===== src/rtl/axi_wrap_master.sv =====
// rtl/axi_wrap_master.sv - simplified wrap_* bus to AXI3 master, one read and one write outstanding
// Optional AXI_RAW_ORDER_EN: reads wait for any in-flight write to complete; writes win same-cycle ties.
module axi_wrap_master #(
  parameter int ID_W  = 4,
  parameter int RD_ID = 0,
  parameter int WR_ID = 1
) (
  input  logic            clk,
  input  logic            rst,
  input  logic [31:0]     wrap_araddr,
  input  logic [3:0]      wrap_arlen,
  input  logic [2:0]      wrap_arsize,
  input  logic            wrap_arvalid,
  output logic            wrap_arready,
  output logic [31:0]     wrap_rdata,
  output logic            wrap_rlast,
  output logic            wrap_rvalid,
  input  logic            wrap_rready,
  input  logic [31:0]     wrap_awaddr,
  input  logic [3:0]      wrap_awlen,
  input  logic [2:0]      wrap_awsize,
  input  logic            wrap_awvalid,
  output logic            wrap_awready,
  input  logic [31:0]     wrap_wdata,
  input  logic [3:0]      wrap_wstrb,
  input  logic            wrap_wlast,
  input  logic            wrap_wvalid,
  output logic            wrap_wready,
  output logic            wrap_bvalid,
  input  logic            wrap_bready,
  output logic [ID_W-1:0] arid,
  output logic [31:0]     araddr,
  output logic [3:0]      arlen,
  output logic [2:0]      arsize,
  output logic [1:0]      arburst,
  output logic [1:0]      arlock,
  output logic [3:0]      arcache,
  output logic [2:0]      arprot,
  output logic            arvalid,
  input  logic            arready,
  input  logic [ID_W-1:0] rid,
  input  logic [31:0]     rdata,
  input  logic [1:0]      rresp,
  input  logic            rlast,
  input  logic            rvalid,
  output logic            rready,
  output logic [ID_W-1:0] awid,
  output logic [31:0]     awaddr,
  output logic [3:0]      awlen,
  output logic [2:0]      awsize,
  output logic [1:0]      awburst,
  output logic [1:0]      awlock,
  output logic [3:0]      awcache,
  output logic [2:0]      awprot,
  output logic            awvalid,
  input  logic            awready,
  output logic [ID_W-1:0] wid,
  output logic [31:0]     wdata,
  output logic [3:0]      wstrb,
  output logic            wlast,
  output logic            wvalid,
  input  logic            wready,
  input  logic [ID_W-1:0] bid,
  input  logic [1:0]      bresp,
  input  logic            bvalid,
  output logic            bready,
  output logic            bus_err
);

`ifdef AXI_RAW_ORDER_EN
  localparam bit RAW_ORDER = 1'b1;
`else
  localparam bit RAW_ORDER = 1'b0;
`endif

  typedef enum logic [1:0] {R_IDLE, R_ADDR, R_DATA} rstate_t;
  typedef enum logic [1:0] {W_IDLE, W_ADDR, W_DATA, W_RESP} wstate_t;

  rstate_t     r_rstate;
  wstate_t     r_wstate;
  logic [31:0] r_araddr;
  logic [3:0]  r_arlen;
  logic [2:0]  r_arsize;
  logic        r_arvalid;
  logic [3:0]  r_rcnt;
  logic [31:0] r_awaddr;
  logic [3:0]  r_awlen;
  logic [2:0]  r_awsize;
  logic        r_awvalid;
  logic [3:0]  r_wcnt;
  logic        r_bus_err;

  logic w_ar_ok;
  logic w_aw_ok;
  logic w_r_data;
  logic w_w_data;
  logic w_w_resp;
  logic w_r_beat;
  logic w_w_beat;
  logic w_w_last;
  logic w_b_hs;
  logic w_rd_err;
  logic w_wr_err;
  logic w_unused;

  assign w_unused = ^{rid, bid, wrap_wlast};

  // With ordering on, a read only enters when no write is in flight or being offered.
  assign w_ar_ok  = ~rst && (r_rstate == R_IDLE) &&
                    (!RAW_ORDER || ((r_wstate == W_IDLE) && !wrap_awvalid));
  assign w_aw_ok  = ~rst && (r_wstate == W_IDLE);
  assign w_r_data = (r_rstate == R_DATA);
  assign w_w_data = (r_wstate == W_DATA);
  assign w_w_resp = (r_wstate == W_RESP);

  assign w_r_beat = w_r_data && rvalid && wrap_rready;
  assign w_w_last = (r_wcnt == r_awlen);
  assign w_w_beat = w_w_data && wrap_wvalid && wready;
  assign w_b_hs   = w_w_resp && bvalid && wrap_bready;
  assign w_rd_err = w_r_beat && ((rresp != 2'b00) || (rlast && (r_rcnt != r_arlen)));
  assign w_wr_err = w_b_hs && (bresp != 2'b00);

  assign wrap_arready = w_ar_ok;
  assign wrap_awready = w_aw_ok;

  assign arid    = ID_W'(RD_ID);
  assign araddr  = r_araddr;
  assign arlen   = r_arlen;
  assign arsize  = r_arsize;
  assign arburst = 2'b01;
  assign arlock  = 2'b00;
  assign arcache = 4'b0000;
  assign arprot  = 3'b000;
  assign arvalid = r_arvalid;

  assign wrap_rdata  = rdata;
  assign wrap_rlast  = w_r_data && rlast;
  assign wrap_rvalid = w_r_data && rvalid;
  assign rready      = w_r_data && wrap_rready;

  assign awid    = ID_W'(WR_ID);
  assign awaddr  = r_awaddr;
  assign awlen   = r_awlen;
  assign awsize  = r_awsize;
  assign awburst = 2'b01;
  assign awlock  = 2'b00;
  assign awcache = 4'b0000;
  assign awprot  = 3'b000;
  assign awvalid = r_awvalid;

  // wlast is rebuilt from the beat count; the bridge's own wlast is not trusted.
  assign wid         = ID_W'(WR_ID);
  assign wdata       = wrap_wdata;
  assign wstrb       = wrap_wstrb;
  assign wlast       = w_w_data && w_w_last;
  assign wvalid      = w_w_data && wrap_wvalid;
  assign wrap_wready = w_w_data && wready;
  assign wrap_bvalid = w_w_resp && bvalid;
  assign bready      = w_w_resp && wrap_bready;
  assign bus_err     = r_bus_err;

  always_ff @(posedge clk or posedge rst) begin
    if (rst) begin
      r_rstate  <= R_IDLE;
      r_araddr  <= '0;
      r_arlen   <= '0;
      r_arsize  <= '0;
      r_arvalid <= 1'b0;
      r_rcnt    <= '0;
    end else begin
      case (r_rstate)
        R_IDLE: begin
          if (wrap_arvalid && w_ar_ok) begin
            r_araddr  <= wrap_araddr;
            r_arlen   <= wrap_arlen;
            r_arsize  <= wrap_arsize;
            r_arvalid <= 1'b1;
            r_rstate  <= R_ADDR;
          end
        end
        R_ADDR: begin
          if (arready) begin
            r_arvalid <= 1'b0;
            r_rcnt    <= '0;
            r_rstate  <= R_DATA;
          end
        end
        R_DATA: begin
          if (w_r_beat) begin
            if (r_rcnt != 4'hF) r_rcnt <= r_rcnt + 4'd1;
            if (rlast) r_rstate <= R_IDLE;
          end
        end
        default: r_rstate <= R_IDLE;
      endcase
    end
  end

  always_ff @(posedge clk or posedge rst) begin
    if (rst) begin
      r_wstate  <= W_IDLE;
      r_awaddr  <= '0;
      r_awlen   <= '0;
      r_awsize  <= '0;
      r_awvalid <= 1'b0;
      r_wcnt    <= '0;
    end else begin
      case (r_wstate)
        W_IDLE: begin
          if (wrap_awvalid && w_aw_ok) begin
            r_awaddr  <= wrap_awaddr;
            r_awlen   <= wrap_awlen;
            r_awsize  <= wrap_awsize;
            r_awvalid <= 1'b1;
            r_wstate  <= W_ADDR;
          end
        end
        W_ADDR: begin
          if (awready) begin
            r_awvalid <= 1'b0;
            r_wcnt    <= '0;
            r_wstate  <= W_DATA;
          end
        end
        W_DATA: begin
          if (w_w_beat) begin
            if (r_wcnt != 4'hF) r_wcnt <= r_wcnt + 4'd1;
            if (w_w_last) r_wstate <= W_RESP;
          end
        end
        W_RESP: begin
          if (w_b_hs) r_wstate <= W_IDLE;
        end
        default: r_wstate <= W_IDLE;
      endcase
    end
  end

  always_ff @(posedge clk or posedge rst) begin
    if (rst)                       r_bus_err <= 1'b0;
    else if (w_rd_err || w_wr_err) r_bus_err <= 1'b1;
  end

endmodule


===== config.mk =====
export PLATFORM = sky130hd
export DESIGN_NAME = axi_wrap_master
export DESIGN_NICKNAME = d
export VERILOG_FILES = /design/src/rtl/axi_wrap_master.sv
export SDC_FILE = /design/constraint.sdc
export NUM_CORES = 1
export LEC_CHECK = 0
export ABC_AREA = 0
export CORE_AREA = 2 2 143 145
export DETAILED_ROUTE_END_ITERATION = 7
export DIE_AREA = 0 0 145 147
export HOLD_SLACK_MARGIN = 0.03
export PLACE_DENSITY = 0.69
export SYNTH_ARGS = -nofsm -noshare
export SYNTH_HDL_FRONTEND = slang
export SYNTH_SLANG_ARGS = --single-unit

===== constraint.sdc =====
create_clock -name clk -period 5 [get_ports clk]
set_clock_uncertainty 0.1 [all_clocks]
set_input_delay 1 -clock clk [delete_from_list [all_inputs] [get_ports clk]]
set_output_delay 1 -clock clk [all_outputs]
set_load 0.01 [all_outputs]

### Word level (Yosys, flattened, before mapping)

Cells that the tools add are included.

| operators by class | value |
|---|---|
| add/subtract/negate cells | 2 |
| $mul | 0 |
| divide/modulo/power cells | 0 |
| order comparisons | 0 |
| eq/ne operators | 20 |
| shift operators | 0 |
| muxes and demuxes | 25 |
| bitwise operators | 1 |
| reductions and logical operators | 36 |

Operators with widths:

| cell | count |
|---|---|
| 4-bit two-way mux | 6 |
| 1-bit logical AND | 18 |
| 2-bit two-way mux | 9 |
| 2-bit by 1-bit != test with 1-bit output, second input constant | 8 |
| 4-bit one-hot mux with 2 select lines | 2 |
| 4-bit AND reduction | 3 |
| 2-bit nonzero test | 6 |
| 4-bit by 1-bit adder with 4-bit output, second input constant | 2 |
| 4-bit != test, second input constant | 2 |
| 2-bit one-hot mux with 4 select lines | 1 |
| 2-bit == test, second input constant | 3 |
| 2-bit != test, second input constant | 3 |
| 2-bit one-hot mux with 3 select lines | 1 |
| 3-bit AND reduction | 2 |
| 5-bit AND reduction | 1 |
| 2-bit by 1-bit == test with 1-bit output, second input constant | 2 |
| 4-bit == test | 1 |
| 2-bit zero test | 2 |
| 1-bit two-way mux | 4 |
| 4-bit != test | 1 |
| 1-bit one-hot mux with 2 select lines | 2 |
| 2-bit AND reduction | 2 |
| 1-bit logical OR | 2 |
| 1-bit NOT | 1 |

| word-level totals | value |
|---|---|
| bits in registers | 93 |
| bits in latches | 0 |
| RAM bits | 0 |
| memory bits (read-only) | 0 |
| output and inout port bits | 193 |
| logic and storage cells | 97 |
| memories | 0 |

### Depth between registers and ports, before layout

Gate-level depths: netlist (run 1).

| logic depth | value |
|---|---|
| depth in word-level cells | 5 |
| depth in mapped cells | 7 |
| gate-level depth less buffers | 6 |

### Least setup slack after synthesis (run 1)

No wires, ideal clock.

| timing path | value |
|---|---|
| kind | input -> output |
| start | input rst |
| end | output wrap_arready |
| arrival time | 1.184 ns |
| slack | 2.716 ns |
| stages | 1 |
| path buffers | 0 |
| path through | nor3_2 |

| on the way | value |
|---|---|
| cells in the longest elaborated chain, start to end | 2 |

RTL lines:

| item | RTL line | text |
|---|---|---|
| start, declared | 9 | `input logic rst,` |
| 1-bit NOT | 109 | `assign w_ar_ok = ~rst && (r_rstate == R_IDLE) &&` |
| 1-bit logical AND | 109 |  |
| end, declared | 14 | `output logic wrap_arready,` |

No other way between the ends.

### Final worst setup path (run 1)

Same ends and word-level chain as after synthesis.

==> flow_summary.yaml, run 1 <==
run_status:
  outcome: "finished, final reports clean"
synth:
  synth_top_area_share_pct: 48.78
  netlist_top_cells_area: "sky130_fd_sc_hd__dfrtp_1 49%, sky130_fd_sc_hd__mux2_2 17%, sky130_fd_sc_hd__buf_4 16%, sky130_fd_sc_hd__ha_1 1.8%, sky130_fd_sc_hd__xor2_1 1.5%"
  synth_enable_flop_cells: 0
  yosysWarningCount: 0
  syn-cell-area_um2: 4771
  post_synth_num_cell_types: 44
  synth_sequential_area_ratio_pct: 48.78
  postSynthAreaPerCell_um2: 12.49
  synthCells: 382
  post-synth-top-area-cell: "sky130_fd_sc_hd__dfrtp_1"
  postSynth.asyncResetShare_pct: 100.0
  ys_seq_elements: 93
  synth_top_flop_cell: "sky130_fd_sc_hd__dfrtp_1"
global_routing:
  groute.usage.overall_pct: 9.959
  antenna_found_initial: 0
  grt_pass1_vias: 3095
  grt-ovfl-total: 0
  grt_max_degree: 51
  grt_pass1_wl_um: 16680
placement:
  place.gp.congestion: 0.6823
  dpl.cell_count: 759
  port_buffers: 185
  dp.final_hpwl_um: 7784
clocking:
  ctsHtreeMaxLevel: 3
  tritoncts.num_buffers: 9
  tritoncts_clock_tree: "yes"
  cts.path.max_buffers: 2
  cts_hold_buf: 0
  clk_transition_reported_paths_ns: 0.07
  cts_setup_buffers: 0
  worstSkewPairLatency_ns: 0.35
  cts_root_buf: "sky130_fd_sc_hd__clkbuf_16"
  cts_resized: 0
  cts_num_sinks: 93
die:
  start_util_pct: 24.04
  die_h_um: 147
  design.die.area_um2: 21320
  chipWidth_um: 145
  i_o_pins: 365
  placeableCoreArea_um2: 19840
  floorplan.rows: 52
worst_setup_path:
  worst-path-max-fanout: 5
  worst_path_dominant_cell_family: "buffers and inverters"
  cp_slowest_stage_delay_ns: 0.57
  timing.critical_path.cells: "clkdlybuf4s50_1 > nor3_2 > clkdlybuf4s50_1"
  slowest_stage: "sky130_fd_sc_hd__clkdlybuf4s50_1"
  reg2reg_from: "r_rstate[1]"
  worstRegToRegCells: 3
  critical_path_class: "primary input to output port"
  crit_buf_inv: 2
  worst_r2r_endpoint: "araddr[7]"
  critical_path_required_ns: 3.90
  worstPathArrival_ns: 2.37
  r2r_setup_slack_ns: 2.77
  critPathMostFrequentCell: "sky130_fd_sc_hd__clkdlybuf4s50_1"
  crit_cells: 3
  crit_path_start_kind: "primary input"
  worst_setup_path_end_kind: "output port"
timing:
  slew_viol_final: 0
  period_share_pct: 69.35
  finalSetupViolCount: 0
  worst_slew_margin_rel_pct: 26.87
  worst-slew-pin-transition_ns: 1.097
  final_critical_path_time_including_i_o_delays_and_setup_ns: 3.467
  grt_setup_unrepaired: "no"
  final.setup.tns_ns: 0
  fmax_mhz: 288.4
  finalHoldViolCount: 0
hold_path:
  min_to: "arvalid"
  hold_path_class: "flop to flop"
  timing.hold.worst_path_depth: 1
  worst_hold_startpoint: "arvalid"
routing:
  detail_route.first_pass.iterations: 4
  final_antenna_net_count: 0
  drt_iter0_markers: 88
  drt-vias-per-instance: 3.987
  dr_total_vias: 3090
  wire_per_inst_um: 13.55
  drcViolationCount: 0
  wl_um: 10500
layout:
  areaGrowthSynthToFinish_pct: 37.92
  nFillCells: 2009
  fin_util_pct: 33.16
  share_of_layout_cells_above_drive_strength_1_pct: 21.39
  diodes: 0
  final-instance-count-excl-fill: 775
  nNetsFinal: 679
job:
  drv.max_cap_violation_count: 0
power_and_ir_drop:
  power.leakage_nw: 2.747
  cellPowerDensity_nw_per_um2: 563.8
  max-vdd-ir-drop_v: 0.0002224
  report.power.total_mw: 3.710
layout make-up:
| cell class | instances | area [um2] | area share (%) |
|---|---|---|---|
| Inverter | 5 | 21.27 | 0.3233 |
| Timing Repair Buffer | 187 | 1879 | 28.56 |
| Multi-Input combinational cell | 204 | 1707 | 25.94 |
| Tap cell | 270 | 337.8 | 5.134 |
| Clock inverter | 5 | 65.06 | 0.9888 |
| Sequential cell | 93 | 2327 | 35.37 |
| Clock buffer | 11 | 242.7 | 3.689 |
worst max path at each step:
stage	from	endpoint	slack, ns
2_1_floorplan	rst	araddr[0]	1.48
3_3_place_gp	rst	wrap_arready	1.50
3_5_place_dp	rst	wrap_arready	1.49
4_1_cts	rst	wrap_arready	1.50
5_1_grt	rst	wrap_arready	1.46
6_report	rst	wrap_arready	1.53
state kept, by name, indices dropped and copies added (netlist names):
| name | flops |
|---|---|
| r_wstate | 2 |
| arlen | 4 |
| r_rstate | 2 |
| arvalid | 1 |
| r_wcnt | 4 |
| araddr | 32 |
| r_rcnt | 4 |
| arsize | 3 |
| bus_err | 1 |
| awsize | 3 |
| awaddr | 32 |
| awvalid | 1 |
| awlen | 4 |
through the flow:
| step | hold slack, ns | setup slack (ns) | instance area (um2) |
|---|---|---|---|
| after detailed placement | 0.3654 | 1.495 | 6272 |
| after global routing | 0.3972 | 1.456 | 6580 |
| final | 0.3808 | 1.533 | 6580 |
| after global placement | 0.3609 | 1.496 | 6272 |
| after floorplan | 0.4124 | 1.480 | 4891 |
| after CTS | 0.3817 | 1.498 | 6580 |
Yosys cell counts (2+ instances only):
master                     instances
sky130_fd_sc_hd__inv_1             5
sky130_fd_sc_hd__xor2_1            8
sky130_fd_sc_hd__nand2_1           7
sky130_fd_sc_hd__buf_2             5
sky130_fd_sc_hd__nand3b_1          3
sky130_fd_sc_hd__and2b_4           2
sky130_fd_sc_hd__conb_1            2
sky130_fd_sc_hd__mux2_1            5
sky130_fd_sc_hd__and2_1            6
sky130_fd_sc_hd__a21oi_1           7
sky130_fd_sc_hd__or2_2             2
sky130_fd_sc_hd__nor3_1            2
sky130_fd_sc_hd__ha_1              7
sky130_fd_sc_hd__or3_1             2
sky130_fd_sc_hd__and3_1            2
sky130_fd_sc_hd__a22o_1            3
sky130_fd_sc_hd__and2_2            3
sky130_fd_sc_hd__buf_4           102
sky130_fd_sc_hd__dfrtp_1          93
sky130_fd_sc_hd__nand3_1           5
sky130_fd_sc_hd__mux2_2           74
sky130_fd_sc_hd__nor2b_1           2
sky130_fd_sc_hd__nor2_1            8
sky130_fd_sc_hd__o21ai_0           4
sky130_fd_sc_hd__buf_6             4
cell usage in the layout (no fill, tap or decap), types with 3 or more instances in the layout:
master                            count
sky130_fd_sc_hd__and2_1               5
sky130_fd_sc_hd__dfrtp_1             93
sky130_fd_sc_hd__a21oi_1              7
sky130_fd_sc_hd__xor2_1               8
sky130_fd_sc_hd__o21ai_0              4
sky130_fd_sc_hd__nand2_1              7
sky130_fd_sc_hd__mux2_2              74
sky130_fd_sc_hd__nand3_1              5
sky130_fd_sc_hd__a22o_1               3
sky130_fd_sc_hd__ha_1                 7
sky130_fd_sc_hd__nor2_1               8
sky130_fd_sc_hd__nand3b_1             3
sky130_fd_sc_hd__and2_2               4
sky130_fd_sc_hd__inv_6                3
sky130_fd_sc_hd__mux2_1               5
sky130_fd_sc_hd__inv_1                4
sky130_fd_sc_hd__clkdlybuf4s50_1    185
sky130_fd_sc_hd__clkbuf_16            9
sky130_fd_sc_hd__conb_1              34
power by group:
part	total, mW	internal [mW]	leakage, nW	switching (mW)
clock	0.718	0.408	0.151	0.309
sequential	1.32	1.11	1.12	0.209
combinational	1.67	1.05	1.48	0.623
metal layers:
metal,global-route usage [%],vias to the layer above,wire length (um)
met1,11.27,1497,4282
li1,-,1398,-
met3,4.099,36,830
met5,0,-,0
met4,4.257,0,244
met2,16.64,159,5141
kinds of logic after synthesis:
group / Yosys count / share of synthesized area, %
buf+inv: 117 / 17.99
mux: 81 / 19.17
flops: 93 / 48.78
simple gates: 49 / 6.111
other cells: 2 / 0.1574
xor+xnor: 8 / 1.469
compound gates: 25 / 4.485
fa+ha+maj: 7 / 1.836
Note: power is estimated with default switching activity, not from simulation.
==> inputs of run 2 (changes only) <==
--- a/config.mk
+++ b/config.mk
@@ -6,11 +6,11 @@
 export NUM_CORES = 1
 export LEC_CHECK = 0
 export ABC_AREA = 0
-export CORE_AREA = 2 2 143 145
+export CORE_AREA = 2 2 141 143
 export DETAILED_ROUTE_END_ITERATION = 7
-export DIE_AREA = 0 0 145 147
+export DIE_AREA = 0 0 143 145
 export HOLD_SLACK_MARGIN = 0.03
-export PLACE_DENSITY = 0.69
+export PLACE_DENSITY = 0.71
 export SYNTH_ARGS = -nofsm -noshare
 export SYNTH_HDL_FRONTEND = slang
 export SYNTH_SLANG_ARGS = --single-unit
==> constraint.sdc (replaced) <==
create_clock -name clk -period 3.4 [get_ports clk]
set_clock_uncertainty 0.1 [all_clocks]
set_input_delay 0.68 -clock clk [delete_from_list [all_inputs] [get_ports clk]]
set_output_delay 0.68 -clock clk [all_outputs]
set_load 0.01 [all_outputs]
==> run 2 against run 1 <==
Compared with the run above: core utilization is 1.2 points higher; critical path depth is 1 higher; largest cell class unchanged; power is 46% higher; first-iteration DRC count is 31% lower; clock power is 42% higher; final cell count is 0.39% lower; sequential power is 47% higher.
==> flow_summary.yaml, run 2 (synthesis gave the netlist of run 1 again) <==
die:
  start_util_pct: 24.84
  chipWidth_um: 143
  die_h_um: 145
  floorplan.rows: 51
  design.die.area_um2: 20740
  i_o_pins: 365
  placeableCoreArea_um2: 19210
layout:
  areaGrowthSynthToFinish_pct: 38.19
  final-instance-count-excl-fill: 772
  share_of_layout_cells_above_drive_strength_1_pct: 21.70
  diodes: 0
  multi_input_area_um2: 1707
  final_common_cell: "sky130_fd_sc_hd__clkdlybuf4s50_1"
  final_cell_mix: "185 x sky130_fd_sc_hd__clkdlybuf4s50_1, 93 x sky130_fd_sc_hd__dfrtp_1, 74 x sky130_fd_sc_hd__mux2_2"
  nFillCells: 1906
  seqCellArea_um2: 2327
  nNetsFinal: 681
routing:
  drt_iter0_markers: 61
  drt-vias-per-instance: 3.994
  detail_route.first_pass.iterations: 4
  drcViolationCount: 0
  wire_per_inst_um: 13.35
  wl_um: 10310
  dr_total_vias: 3083
  final_antenna_net_count: 0
power_and_ir_drop:
  power.leakage_nw: 2.757
  report.power.total_mw: 5.415
  max-vdd-ir-drop_v: 0.0003444
  cellPowerDensity_nw_per_um2: 821.4
worst_setup_path:
  worst_path_dominant_cell_family: "simple AND/OR/NAND/NOR gates"
  slowest_stage: "sky130_fd_sc_hd__clkdlybuf4s50_1"
  timing.critical_path.cells: "xor2_1 > nor4_1 > and2_1 > clkdlybuf4s50_1"
  crit_buf_inv: 1
  critical_path_class: "flop to output port"
  worst_setup_path_end_kind: "output port"
  crit_path_start_kind: "flop"
  critical_path_required_ns: 2.62
  worst-path-max-fanout: 6
  worstPathArrival_ns: 2.17
  cp_slowest_stage_delay_ns: 0.53
timing:
  period_share_pct: 86.74
  finalSetupViolCount: 0
  finalHoldViolCount: 0
  final.setup.tns_ns: 0
  finalWorstSetupSlack_ns: 0.4508
  final_critical_path_time_including_i_o_delays_and_setup_ns: 2.949
  worst_slew_margin_rel_pct: 57.57
  fmax_mhz: 339.1
  worst-slew-pin-transition_ns: 0.6308
  grt_setup_unrepaired: "no"
  slew_viol_final: 0
global_routing:
  grt_pass1_wl_um: 16060
  grt-ovfl-total: 0
  antenna_found_initial: 0
  grt_max_degree: 54
  groute.usage.overall_pct: 9.892
  grt_pass1_vias: 3093
clocking:
  cts.path.max_buffers: 2
  worstSkewPairLatency_ns: 0.34
  tritoncts.num_buffers: 9
  clk_transition_reported_paths_ns: 0.07
  cts_setup_buffers: 0
  ctsHtreeMaxLevel: 3
  cts_root_buf: "sky130_fd_sc_hd__clkbuf_16"
  tritoncts_clock_tree: "yes"
  cts_resized: 0
  cts_num_sinks: 93
  cts_hold_buf: 0
placement:
  dpl.cell_count: 756
  port_buffers: 185
  dp.final_hpwl_um: 7785
  pre_cts_slack_ns: 0.5439
  place.gp.congestion: 0.7109
run_status:
  outcome: "finished, final reports clean"
hold_path:
  hold_path_class: "flop to flop"
job:
  drv.max_cap_violation_count: 0
==> run 2: cell types whose count changed in the layout (fill, tap and decap cells not counted) <==
cell                       before  now
sky130_fd_sc_hd__clkbuf_8       1    0
sky130_fd_sc_hd__clkinv_4       1    2
sky130_fd_sc_hd__inv_6          3    2
sky130_fd_sc_hd__buf_12         1    2
sky130_fd_sc_hd__clkinv_2       0    1
sky130_fd_sc_hd__buf_4          1    2
==> run 2: worst paths after layout <==
path	cells after the start	to	slack, ns	from
min reg2reg	1	bus_err	0.38	bus_err
min	1	bus_err	0.38	bus_err
max	4	wlast	0.45	r_wcnt[3]
max in group asynchronous	3	awaddr[5]	1.87	rst
min in group asynchronous	2	arvalid	0.67	rst
max reg2reg	6	r_wcnt[0]	1.26	r_wstate[0]
==> run 2: cell type report <==
cell class / count / area share, %
flip-flops and latches: 93 / 35.30
multi-input cells: 204 / 25.89
repair buffers: 189 / 28.92
clock buffers: 10 / 3.473
clock inverters: 6 / 1.063
inverters: 5 / 0.3226
well taps: 265 / 5.029
==> run 2: per-stage QoR <==
step | hold WS, ns | utilization, % | instance area, um2
after floorplan | 0.4124 | - | 4891
after global placement | 0.3606 | 32.77 | 6294
after detailed placement | 0.3697 | 32.77 | 6294
after CTS | 0.3812 | 34.32 | 6593
after global routing | 0.3971 | 34.32 | 6593
final | 0.3790 | 34.32 | 6593
==> run 2: layer usage <==
| layer | up-vias | GRT usage [%] | routed length [um] |
|---|---|---|---|
| met2 | 146 | 16.89 | 5055 |
| li1 | 1404 | - | - |
| met5 | - | 0 | 0 |
| met3 | 32 | 4.158 | 972 |
| met1 | 1501 | 10.52 | 3959 |
| met4 | 0 | 4.455 | 318 |
==> run 2: worst reg2reg max path, stage by stage, from the launching register on <==
cell                       delay, ns
sky130_fd_sc_hd__dfrtp_1        0.41
sky130_fd_sc_hd__inv_1          0.13
sky130_fd_sc_hd__ha_1           0.42
sky130_fd_sc_hd__a21boi_2       0.38
sky130_fd_sc_hd__nor3_1         0.11
sky130_fd_sc_hd__mux2_2         0.27
sky130_fd_sc_hd__a22o_1         0.22
==> run 2: where the power goes <==
part / total [mW] / switching [mW] / internal, mW
Clock: 1.02 / 0.444 / 0.577
Sequential: 1.94 / 0.302 / 1.63
Combinational: 2.46 / 0.908 / 1.55
